`src/rtl/wb_write_arbiter_if.sv`:
```
// Bundle for the WB-stage / long-latency result / register-file write port of wb_write_arbiter.
// Handshakes: an lu result transfers on a cycle where lu_valid && lu_ready (sampled at posedge). Once
// lu_valid is high, lu_addr/lu_data stay stable until that cycle. While pipe_stall_req is high, pipe_* stay stable.
interface wb_write_arbiter_if;
  logic        pipe_we;
  logic [4:0]  pipe_addr;
  logic [31:0] pipe_data;
  logic        lu_valid;
  logic [4:0]  lu_addr;
  logic [31:0] lu_data;
  logic        lu_ready;
  logic        rf_we;
  logic [4:0]  rf_addr;
  logic [31:0] rf_data;
  logic        pipe_stall_req;
  logic [31:0] busy_mask;

  modport slave (
    input  pipe_we, pipe_addr, pipe_data, lu_valid, lu_addr, lu_data,
    output lu_ready, rf_we, rf_addr, rf_data, pipe_stall_req, busy_mask
  );

  modport master (
    output pipe_we, pipe_addr, pipe_data, lu_valid, lu_addr, lu_data,
    input  lu_ready, rf_we, rf_addr, rf_data, pipe_stall_req, busy_mask
  );
endinterface

```
`src/rtl/wb_write_arbiter.sv`:
```
// Shares the register-file write port between the in-order WB stage and a queued long-latency source.
// Optional simulation checks and write trace are enabled with the WB_ARB_DEBUG_EN macro.
module wb_write_arbiter #(
  parameter int DEPTH        = 4,
  parameter int STARVE_LIMIT = 8
) (
  input  logic               clk,
  input  logic               rst_n,
  wb_write_arbiter_if.slave  bus
);

  localparam int PW = (DEPTH > 1) ? $clog2(DEPTH) : 1;
  localparam int CW = $clog2(DEPTH + 1);
  localparam int SW = $clog2(STARVE_LIMIT + 1);
  localparam logic [CW-1:0] FULL_CNT   = CW'(DEPTH);
  localparam logic [CW-1:0] ONE_CNT    = CW'(1);
  localparam logic [SW-1:0] STARVE_MAX = SW'(STARVE_LIMIT);

  logic [DEPTH-1:0] live_q;
  logic [4:0]       addr_q [DEPTH];
  logic [31:0]      data_q [DEPTH];
  logic [PW-1:0]    wr_ptr_q, rd_ptr_q;
  logic [CW-1:0]    count_q;
  logic [SW-1:0]    starve_q, starve_d;
  logic             stall_q, stall_d;

  logic        empty, full, pipe_eff, grant_pipe, pop, push;
  logic        rf_we_c;
  logic [4:0]  rf_addr_c;
  logic [31:0] rf_data_c;
  logic [31:0] busy_c;

  assign empty      = (count_q == '0);
  assign full       = (count_q == FULL_CNT);
  assign pipe_eff   = bus.pipe_we && (bus.pipe_addr != 5'd0);
  assign grant_pipe = !stall_q && pipe_eff;
  assign pop        = !grant_pipe && !empty;
  // x0 results complete the handshake but never occupy a slot.
  assign push       = bus.lu_valid && !full && (bus.lu_addr != 5'd0);

  // Write-port mux; forced quiet while reset is held so a live pipe_we cannot leak through.
  always_comb begin
    rf_we_c   = 1'b0;
    rf_addr_c = 5'd0;
    rf_data_c = 32'd0;
    if (rst_n) begin
      if (grant_pipe) begin
        rf_we_c   = 1'b1;
        rf_addr_c = bus.pipe_addr;
        rf_data_c = bus.pipe_data;
      end else if (pop) begin
        rf_we_c   = live_q[rd_ptr_q];
        rf_addr_c = addr_q[rd_ptr_q];
        rf_data_c = data_q[rd_ptr_q];
      end
    end
  end

  always_comb begin
    busy_c = 32'd0;
    for (int i = 0; i < DEPTH; i++) begin
      if (live_q[i]) busy_c[addr_q[i]] = 1'b1;
    end
  end

  assign bus.lu_ready       = !full;
  assign bus.rf_we          = rf_we_c;
  assign bus.rf_addr        = rf_addr_c;
  assign bus.rf_data        = rf_data_c;
  assign bus.pipe_stall_req = stall_q;
  assign bus.busy_mask      = busy_c;

  // Counts consecutive cycles a non-empty queue was passed over by the pipeline.
  always_comb begin
    starve_d = starve_q;
    if (pop || empty) begin
      starve_d = '0;
    end else if (starve_q != STARVE_MAX) begin
      starve_d = starve_q + SW'(1);
    end
  end

  always_comb begin
    stall_d = stall_q;
    if (pop && (count_q == ONE_CNT)) begin
      stall_d = 1'b0;
    end else if (starve_d == STARVE_MAX) begin
      stall_d = 1'b1;
    end
  end

  always_ff @(posedge clk or negedge rst_n) begin
    if (!rst_n) begin
      wr_ptr_q <= '0;
      rd_ptr_q <= '0;
      count_q  <= '0;
      starve_q <= '0;
      stall_q  <= 1'b0;
    end else begin
      starve_q <= starve_d;
      stall_q  <= stall_d;
      if (push) wr_ptr_q <= wr_ptr_q + PW'(1);
      if (pop)  rd_ptr_q <= rd_ptr_q + PW'(1);
      case ({push, pop})
        2'b10:   count_q <= count_q + ONE_CNT;
        2'b01:   count_q <= count_q - ONE_CNT;
        default: count_q <= count_q;
      endcase
    end
  end

  // Kill runs before the push write so an entry enqueued this cycle survives.
  always_ff @(posedge clk or negedge rst_n) begin
    if (!rst_n) begin
      live_q <= '0;
      for (int i = 0; i < DEPTH; i++) begin
        addr_q[i] <= 5'd0;
        data_q[i] <= 32'd0;
      end
    end else begin
      if (grant_pipe) begin
        for (int i = 0; i < DEPTH; i++) begin
          if (addr_q[i] == bus.pipe_addr) live_q[i] <= 1'b0;
        end
      end
      if (pop) live_q[rd_ptr_q] <= 1'b0;
      if (push) begin
        live_q[wr_ptr_q] <= 1'b1;
        addr_q[wr_ptr_q] <= bus.lu_addr;
        data_q[wr_ptr_q] <= bus.lu_data;
      end
    end
  end

`ifdef WB_ARB_DEBUG_EN
  logic [4:0]  dbg_addr;
  logic [31:0] dbg_data;
  string       dbg_src;
  logic        hold_pipe_q = 1'b0;
  logic        hold_lu_q   = 1'b0;
  logic [4:0]  pa_q, la_q;
  logic [31:0] pd_q, ld_q;

  always @(posedge clk) begin
    if (rst_n && rf_we_c) begin
      dbg_addr = rf_addr_c;
      dbg_data = rf_data_c;
      dbg_src  = grant_pipe ? "PIPE" : "LU";
      $strobe("WB_ARB: x%0d <= %08h (%s)", dbg_addr, dbg_data, dbg_src);
    end
    if (rst_n && hold_pipe_q &&
        (bus.pipe_we !== 1'b1 || bus.pipe_addr !== pa_q || bus.pipe_data !== pd_q))
      $error("WB_ARB: pipe_* changed while pipe_stall_req held");
    if (rst_n && hold_lu_q && bus.lu_valid &&
        (bus.lu_addr !== la_q || bus.lu_data !== ld_q))
      $error("WB_ARB: lu_addr/lu_data changed before acceptance");
    hold_pipe_q = rst_n && stall_q && bus.pipe_we;
    hold_lu_q   = rst_n && bus.lu_valid && !bus.lu_ready;
    pa_q = bus.pipe_addr;
    pd_q = bus.pipe_data;
    la_q = bus.lu_addr;
    ld_q = bus.lu_data;
  end
`endif

endmodule

```
`src/flat_wrapper.sv`:
```
// flat-port wrapper written by rule: the top's interface ports become plain ports
module wb_write_arbiter_flat 
#(
  parameter int DEPTH        = 4,
  parameter int STARVE_LIMIT = 8
)
  (clk, rst_n, bus_pipe_we, bus_pipe_addr, bus_pipe_data, bus_lu_valid, bus_lu_addr, bus_lu_data, bus_lu_ready, bus_rf_we, bus_rf_addr, bus_rf_data, bus_pipe_stall_req, bus_busy_mask);
  wb_write_arbiter_if bus_i ();
  input  logic clk;
  input  logic rst_n;
  input wire logic [$bits(bus_i.pipe_we)-1:0] bus_pipe_we;
  input wire logic [$bits(bus_i.pipe_addr)-1:0] bus_pipe_addr;
  input wire logic [$bits(bus_i.pipe_data)-1:0] bus_pipe_data;
  input wire logic [$bits(bus_i.lu_valid)-1:0] bus_lu_valid;
  input wire logic [$bits(bus_i.lu_addr)-1:0] bus_lu_addr;
  input wire logic [$bits(bus_i.lu_data)-1:0] bus_lu_data;
  output wire logic [$bits(bus_i.lu_ready)-1:0] bus_lu_ready;
  output wire logic [$bits(bus_i.rf_we)-1:0] bus_rf_we;
  output wire logic [$bits(bus_i.rf_addr)-1:0] bus_rf_addr;
  output wire logic [$bits(bus_i.rf_data)-1:0] bus_rf_data;
  output wire logic [$bits(bus_i.pipe_stall_req)-1:0] bus_pipe_stall_req;
  output wire logic [$bits(bus_i.busy_mask)-1:0] bus_busy_mask;
  assign bus_i.pipe_we = bus_pipe_we;
  assign bus_i.pipe_addr = bus_pipe_addr;
  assign bus_i.pipe_data = bus_pipe_data;
  assign bus_i.lu_valid = bus_lu_valid;
  assign bus_i.lu_addr = bus_lu_addr;
  assign bus_i.lu_data = bus_lu_data;
  assign bus_lu_ready = bus_i.lu_ready;
  assign bus_rf_we = bus_i.rf_we;
  assign bus_rf_addr = bus_i.rf_addr;
  assign bus_rf_data = bus_i.rf_data;
  assign bus_pipe_stall_req = bus_i.pipe_stall_req;
  assign bus_busy_mask = bus_i.busy_mask;
  wb_write_arbiter #(.DEPTH(DEPTH), .STARVE_LIMIT(STARVE_LIMIT)) u_core (.clk(clk), .rst_n(rst_n), .bus(bus_i));
endmodule
```
`config.mk`:
```
export PLATFORM = sky130hd
export DESIGN_NAME = wb_write_arbiter_flat
export DESIGN_NICKNAME = d
export VERILOG_FILES = /design/src/rtl/wb_write_arbiter_if.sv /design/src/rtl/wb_write_arbiter.sv /design/src/flat_wrapper.sv
export SDC_FILE = /design/constraint.sdc
export NUM_CORES = 1
export LEC_CHECK = 0
export BUFFER_PORTS_ARGS = -buffer_cell sky130_fd_sc_hd__buf_2
export CAP_MARGIN = 20
export CORE_UTILIZATION = 58
export CTS_BUF_LIST = sky130_fd_sc_hd__clkbuf_8 sky130_fd_sc_hd__clkbuf_16
export DETAILED_ROUTE_END_ITERATION = 8
export PLACE_DENSITY = 0.84
export SLEW_MARGIN = 20
export SYNTH_ARGS = -nofsm -noshare
export SYNTH_HDL_FRONTEND = slang
export SYNTH_SLANG_ARGS = --single-unit
```
`constraint.sdc`:
```
create_clock -name clk -period 2.16 [get_ports clk]
set_input_delay 0.324 -clock clk [delete_from_list [all_inputs] [get_ports clk]]
set_output_delay 0.324 -clock clk [all_outputs]
set_load 0.1 [all_outputs]
```
==> results.cfg, run 1 <==
[outcome]
outcome = aborted with a tool error
haltStage = global routing (5_1_grt)
stop_error = [ERROR GRT-0232] Routing congestion too high. Check the congestion heatmap in the GUI.

[floorplan]
start_util_pct = 59.54
die_x_um = 129.7
row_count = 46
die_y_um = 129.7
num_io_pins = 150

[logic_synthesis]
synth-seq-cells = 164
syn_area_mm2 = 0.009458
synthesis.nets = 859
synth.top_cell.area_share_pct = 43.39
ys_warn_count = 0
ys_seq_area_share_pct = 43.39
avgSynthCellArea_um2 = 12.35
synth_edf_count = 0
synth_cell_types = 46
netlist_top_cells_area = dfrtp_1 43%, mux2_2 17%, mux4_2 9.0%
synthFlopType = dfrtp_1
async_flop_share_pct = 100.0
synthCells = 766
synth_top_cell_by_area = dfrtp_1

[sta]
worstEndpointGrtRepair = bus_rf_addr[3]
timing.worst_endpoint.kind = primary output

[clock_tree]
clock_path_buffers = 2
numClockSinks = 164
numCtsBuffers = 17
cts_root_buf = clkbuf_16
htree_num_levels = 4

[placement]
io_buffer_count = 149
gp_congestion = 0.9714
dp_hpwl_mm = 20.45

[grt]
grt_max_degree = 47
grt_usage_pct = 76.62
overflow = 11
-- cells by family after synthesis --
family | after synthesis | synth area share, %
fa+ha+maj | 15 | 1.984
simple gates | 166 | 9.433
flops | 164 | 43.39
buf+inv | 88 | 5.980
compound gates | 119 | 9.922
mux | 188 | 26.88
xor+xnor | 26 | 2.408
-- cell usage after synthesis, drive strengths merged (2+ instances only) --
cell type,number
dfrtp,164
mux2,148
nand2,52
nand3,45
clkbuf,41
mux4,38
a21boi,33
buf,28
o221ai,20
a22oi,19
inv,19
xnor2,16
ha,15
nor2,13
a221o,11
and3,10
nand3b,10
o22ai,10
xor2,10
nor3b,8
o21ai,8
nor2b,7
a32oi,6
or3b,6
nor3,5
o41ai,4
or3,4
and3b,3
mux2i,2
o32ai,2
-- routing by layer --
layer	overflow	GRT usage (%)
met3	0	65.15
met5	0	35.59
met1	0	76.55
met2	6	91.48
met4	5	73.19
-- stage by stage --
stage               cells  worst slack [ns]  hold slack [ns]  instance area [um^2]  setup TNS [ns]
CTS                  1205           -0.2582           0.1499                 14580          -10.15
global placement     1121           -0.1484           0.3130                 12890          -3.765
floorplan             766           -0.3556          0.02841                 10710          -13.11
detailed placement   1121           -0.1552           0.3389                 12890          -4.449
-- timing repair --
| item | 4_1_cts |
|---|---|
| pin swaps | 41 |
| setup buffers | 43 |
| hold buffers | 1 |
| gates resized for setup | 132 |
| hold endpoints to repair | 20 |
| cloned | 8 |
| endpoints found under the setup margin | 71 |
==> inputs of run 2 (changes only) <==
--- a/config.mk
+++ b/config.mk
@@ -7,10 +7,9 @@
 export LEC_CHECK = 0
 export BUFFER_PORTS_ARGS = -buffer_cell sky130_fd_sc_hd__buf_2
 export CAP_MARGIN = 20
-export CORE_UTILIZATION = 58
-export CTS_BUF_LIST = sky130_fd_sc_hd__clkbuf_8 sky130_fd_sc_hd__clkbuf_16
+export CORE_UTILIZATION = 40
 export DETAILED_ROUTE_END_ITERATION = 8
-export PLACE_DENSITY = 0.84
+export PLACE_DENSITY_LB_ADDON = 0.15
 export SLEW_MARGIN = 20
 export SYNTH_ARGS = -nofsm -noshare
 export SYNTH_HDL_FRONTEND = slang
==> run 2 against run 1 <==
Effect of this change:
- the flow now finishes, with violations (negative setup slack)
- area after synthesis unchanged
- synthesized cell count did not move
==> results.cfg, run 2 <==
[clock_tree]
cts_tree = done
numCtsBuffers = 17
numClockSinks = 164
clock_path_buffers = 2
clk_pin_slew_ns = 0.06
cts_root_buf = clkbuf_16
htree_num_levels = 4
clk_latency_ns = 0.43

[worst_hold_path]
hp-class = primary input to async pin

[placement]
io_buffer_count = 149
gp_congestion = 0.9145
dp_hpwl_mm = 19.78

[route]
via_per_inst = 5.685
dr.pass1.iters = 5
wl_per_cell_um = 22.89
wirelength_mm = 30.77
final_antenna_net_count = 0
drt-met1-wl_mm = 12.53
highest_layer = met4
drc = 0
drt_iter0_drc = 469
dr_wl_met2_mm = 16.46
num_vias = 7640
dr_wl_met3_mm = 1.196

[outcome]
outcome = complete, but fails checks
failed_checks = negative setup slack

[grt]
overflow = 0
grt_pass1_wl_mm = 46.71
grt_pass1_vias = 8290
antenna_found_initial = 3
grt_max_degree = 46
grt_usage_pct = 25.31

[logic_synthesis]
yosys-top-cells-count = 164 x dfrtp_1, 145 x mux2_2, 48 x nand2_1, 45 x nand3_1, 41 x clkbuf_1
synth_cell_types = 46
synthFlopType = dfrtp_1
synth.top_cell.area_share_pct = 43.39
ys_warn_count = 0
synth-seq-cells = 164
async_flop_share_pct = 100.0
synth_edf_count = 0
ys_seq_area_share_pct = 43.39
syn_area_mm2 = 0.009458
synthCells = 766
netlist_top_cells_area = dfrtp_1 43%, mux2_2 17%, mux4_2 9.0%
avgSynthCellArea_um2 = 12.35
yosysMostFrequentCell = dfrtp_1
synth_top_cell_by_area = dfrtp_1
synthesis.nets = 859

[layout]
layout-drive-gt1-share_pct = 69.94
reg_top3 = u_core.data_q: 128 flops, u_core.addr_q: 20 flops
syn_to_final_growth_pct = 59.98
fill_cells = 1612
layout_common_cells = 145 x mux2_2, 145 x dfrtp_1, 95 x buf_12, 89 x buf_4, 77 x buf_2
largest_reg_flops = 128
nNetsFinal = 1108
regMostFlops = u_core.data_q

[sta]
slew_viol_final = 0
period_share_pct = 110.1
max_slew.worst_pin.slew_ns = 0.5794
finClkSkew_ns = 0.01507
hold_slack_ns = 0.1469
grt_setup_unrepaired = true
fin_crit_ns = 2.379
slew_headroom_pct = 61.37
finalSetupTns_ns = -8.531
finalSetupViolCount = 67
hold_viol_final = 0
fin_ws_ns = -0.2192
max_freq_mhz = 420.3

[power]
p_sw_mw = 11.58
p_int_mw = 14.18
seqPwrFrac_pct = 23.1
combinationalPowerShare_pct = 64.8
ir_drop_mv = 0.8254
switching_share_pct = 44.95
clkPwrFrac_pct = 12.0
powerDensity_mw_per_mm2 = 1702
leakagePower_nw = 6.255

[floorplan]
num_io_pins = 150
start_util_pct = 41.27
die_y_um = 155.8
coreArea_mm2 = 0.02292
dieArea_mm2 = 0.02426
row_count = 55
die_x_um = 155.8

[setup_path]
crit_arrival_ns = 2.06
timing_worst_setup_path_type = flip-flop to primary output
path_cells = buf_6, mux4_2, a32oi_4, nor2b_4, buf_12
cpPeakStageDelay_ns = 0.56
cp_slowest_cell = mux4_2
cp-end-kind = primary output
cp.required_ns = 1.84
cp-start-kind = flip-flop
cp_max_fo = 6

[flow_run]
drv_cap = 0
==> run 2: routing by layer <==
layer,track usage [%],up-vias
met1,30.51,3967
met5,0,-
met4,7.376,0
met3,4.111,56
met2,46.30,237
li1,-,3380
==> run 2: final timing paths <==
path,depth (start not counted),slack [ns],to,from
worst min-delay path,2,0.15,u_core.data_q[42],rst_n
worst max-delay path,5,-0.22,bus_rf_addr[3],u_core.rd_ptr_q[0]
min in group clk,2,0.17,u_core.data_q[37],bus_lu_data[5]
max in group asynchronous,2,1.36,u_core.addr_q[12],rst_n
worst max register to register,10,0.12,u_core.count_q[2],u_core.bus.pipe_stall_req
worst min register to register,1,0.50,u_core.data_q[35],u_core.data_q[35]
==> run 2: timing repair <==
item | in CTS | in global routing
cloned | 4 | 3
resized for setup | 125 | 48
setup endpoints to repair | 71 | 70
hold buffers | 1 | 0
setup buffers | 44 | 31
hold endpoints to repair | 26 | 0
pin swaps | 43 | 57
==> run 2: cell families (layout without fill, tap and decap cells) <==
kind of cell	count (synthesis)	count (layout)	share of synthesized area (%)
buffers and inverters	88	349	5.980
AND/OR/NAND/NOR	166	167	9.433
flip-flops	164	164	43.39
other	0	3	0
AO/OA/AOI/OAI	119	119	9.922
adder cells (fa/ha/maj)	15	15	1.984
multiplexers	188	188	26.88
XOR/XNOR	26	26	2.408
==> run 2: through the flow <==
stage / worst slack (ns) / instances / area [um^2] / utilization (%) / power, mW
floorplan: -0.3556 / 766 / 10710 / - / 15.97
global placement: -0.2545 / 1228 / 12990 / 56.66 / 19.75
detailed placement: -0.1467 / 1228 / 12990 / 56.69 / 20.17
CTS: -0.2190 / 1309 / 14590 / 63.67 / 24.81
global route: -0.2800 / 1343 / 15130 / 66.02 / 26.81
finish: -0.2192 / 1344 / 15130 / 66.03 / 25.75
==> run 2: power groups by stage <==
| stage | clock, mW | combinational, mW | sequential (mW) |
|---|---|---|---|
| final | 3.10 | 16.7 | 5.96 |
| after global routing | 3.27 | 17.4 | 6.12 |
| after CTS | 3.14 | 15.7 | 5.93 |
| after detailed placement | 0 | 14.2 | 5.98 |
| after global placement | 0 | 13.9 | 5.83 |
| after floorplan | 0 | 10.7 | 5.28 |
==> run 2: layout make-up <==
class                           instances  area [um^2]  area share (%)
Antenna cell                            3        7.507         0.04962
Multi-Input combinational cell        515         6492           42.91
Clock inverter                         13        160.2           1.058
Sequential cell                       164         4133           27.31
Tap cell                              313        391.6           2.588
Inverter                               19        71.32          0.4713
Timing Repair Buffer                  298         3432           22.68
Clock buffer                           19        442.9           2.927
==> run 2: critical path: cells and delay by family, from the launching register on <==
kind	cells	cell delay, ns
simple gates	1	0.07
buf+inv	2	0.33
compound gates	1	0.23
flops	1	0.43
mux	1	0.56
No activity file was read; power rests on OpenSTA's default activity.
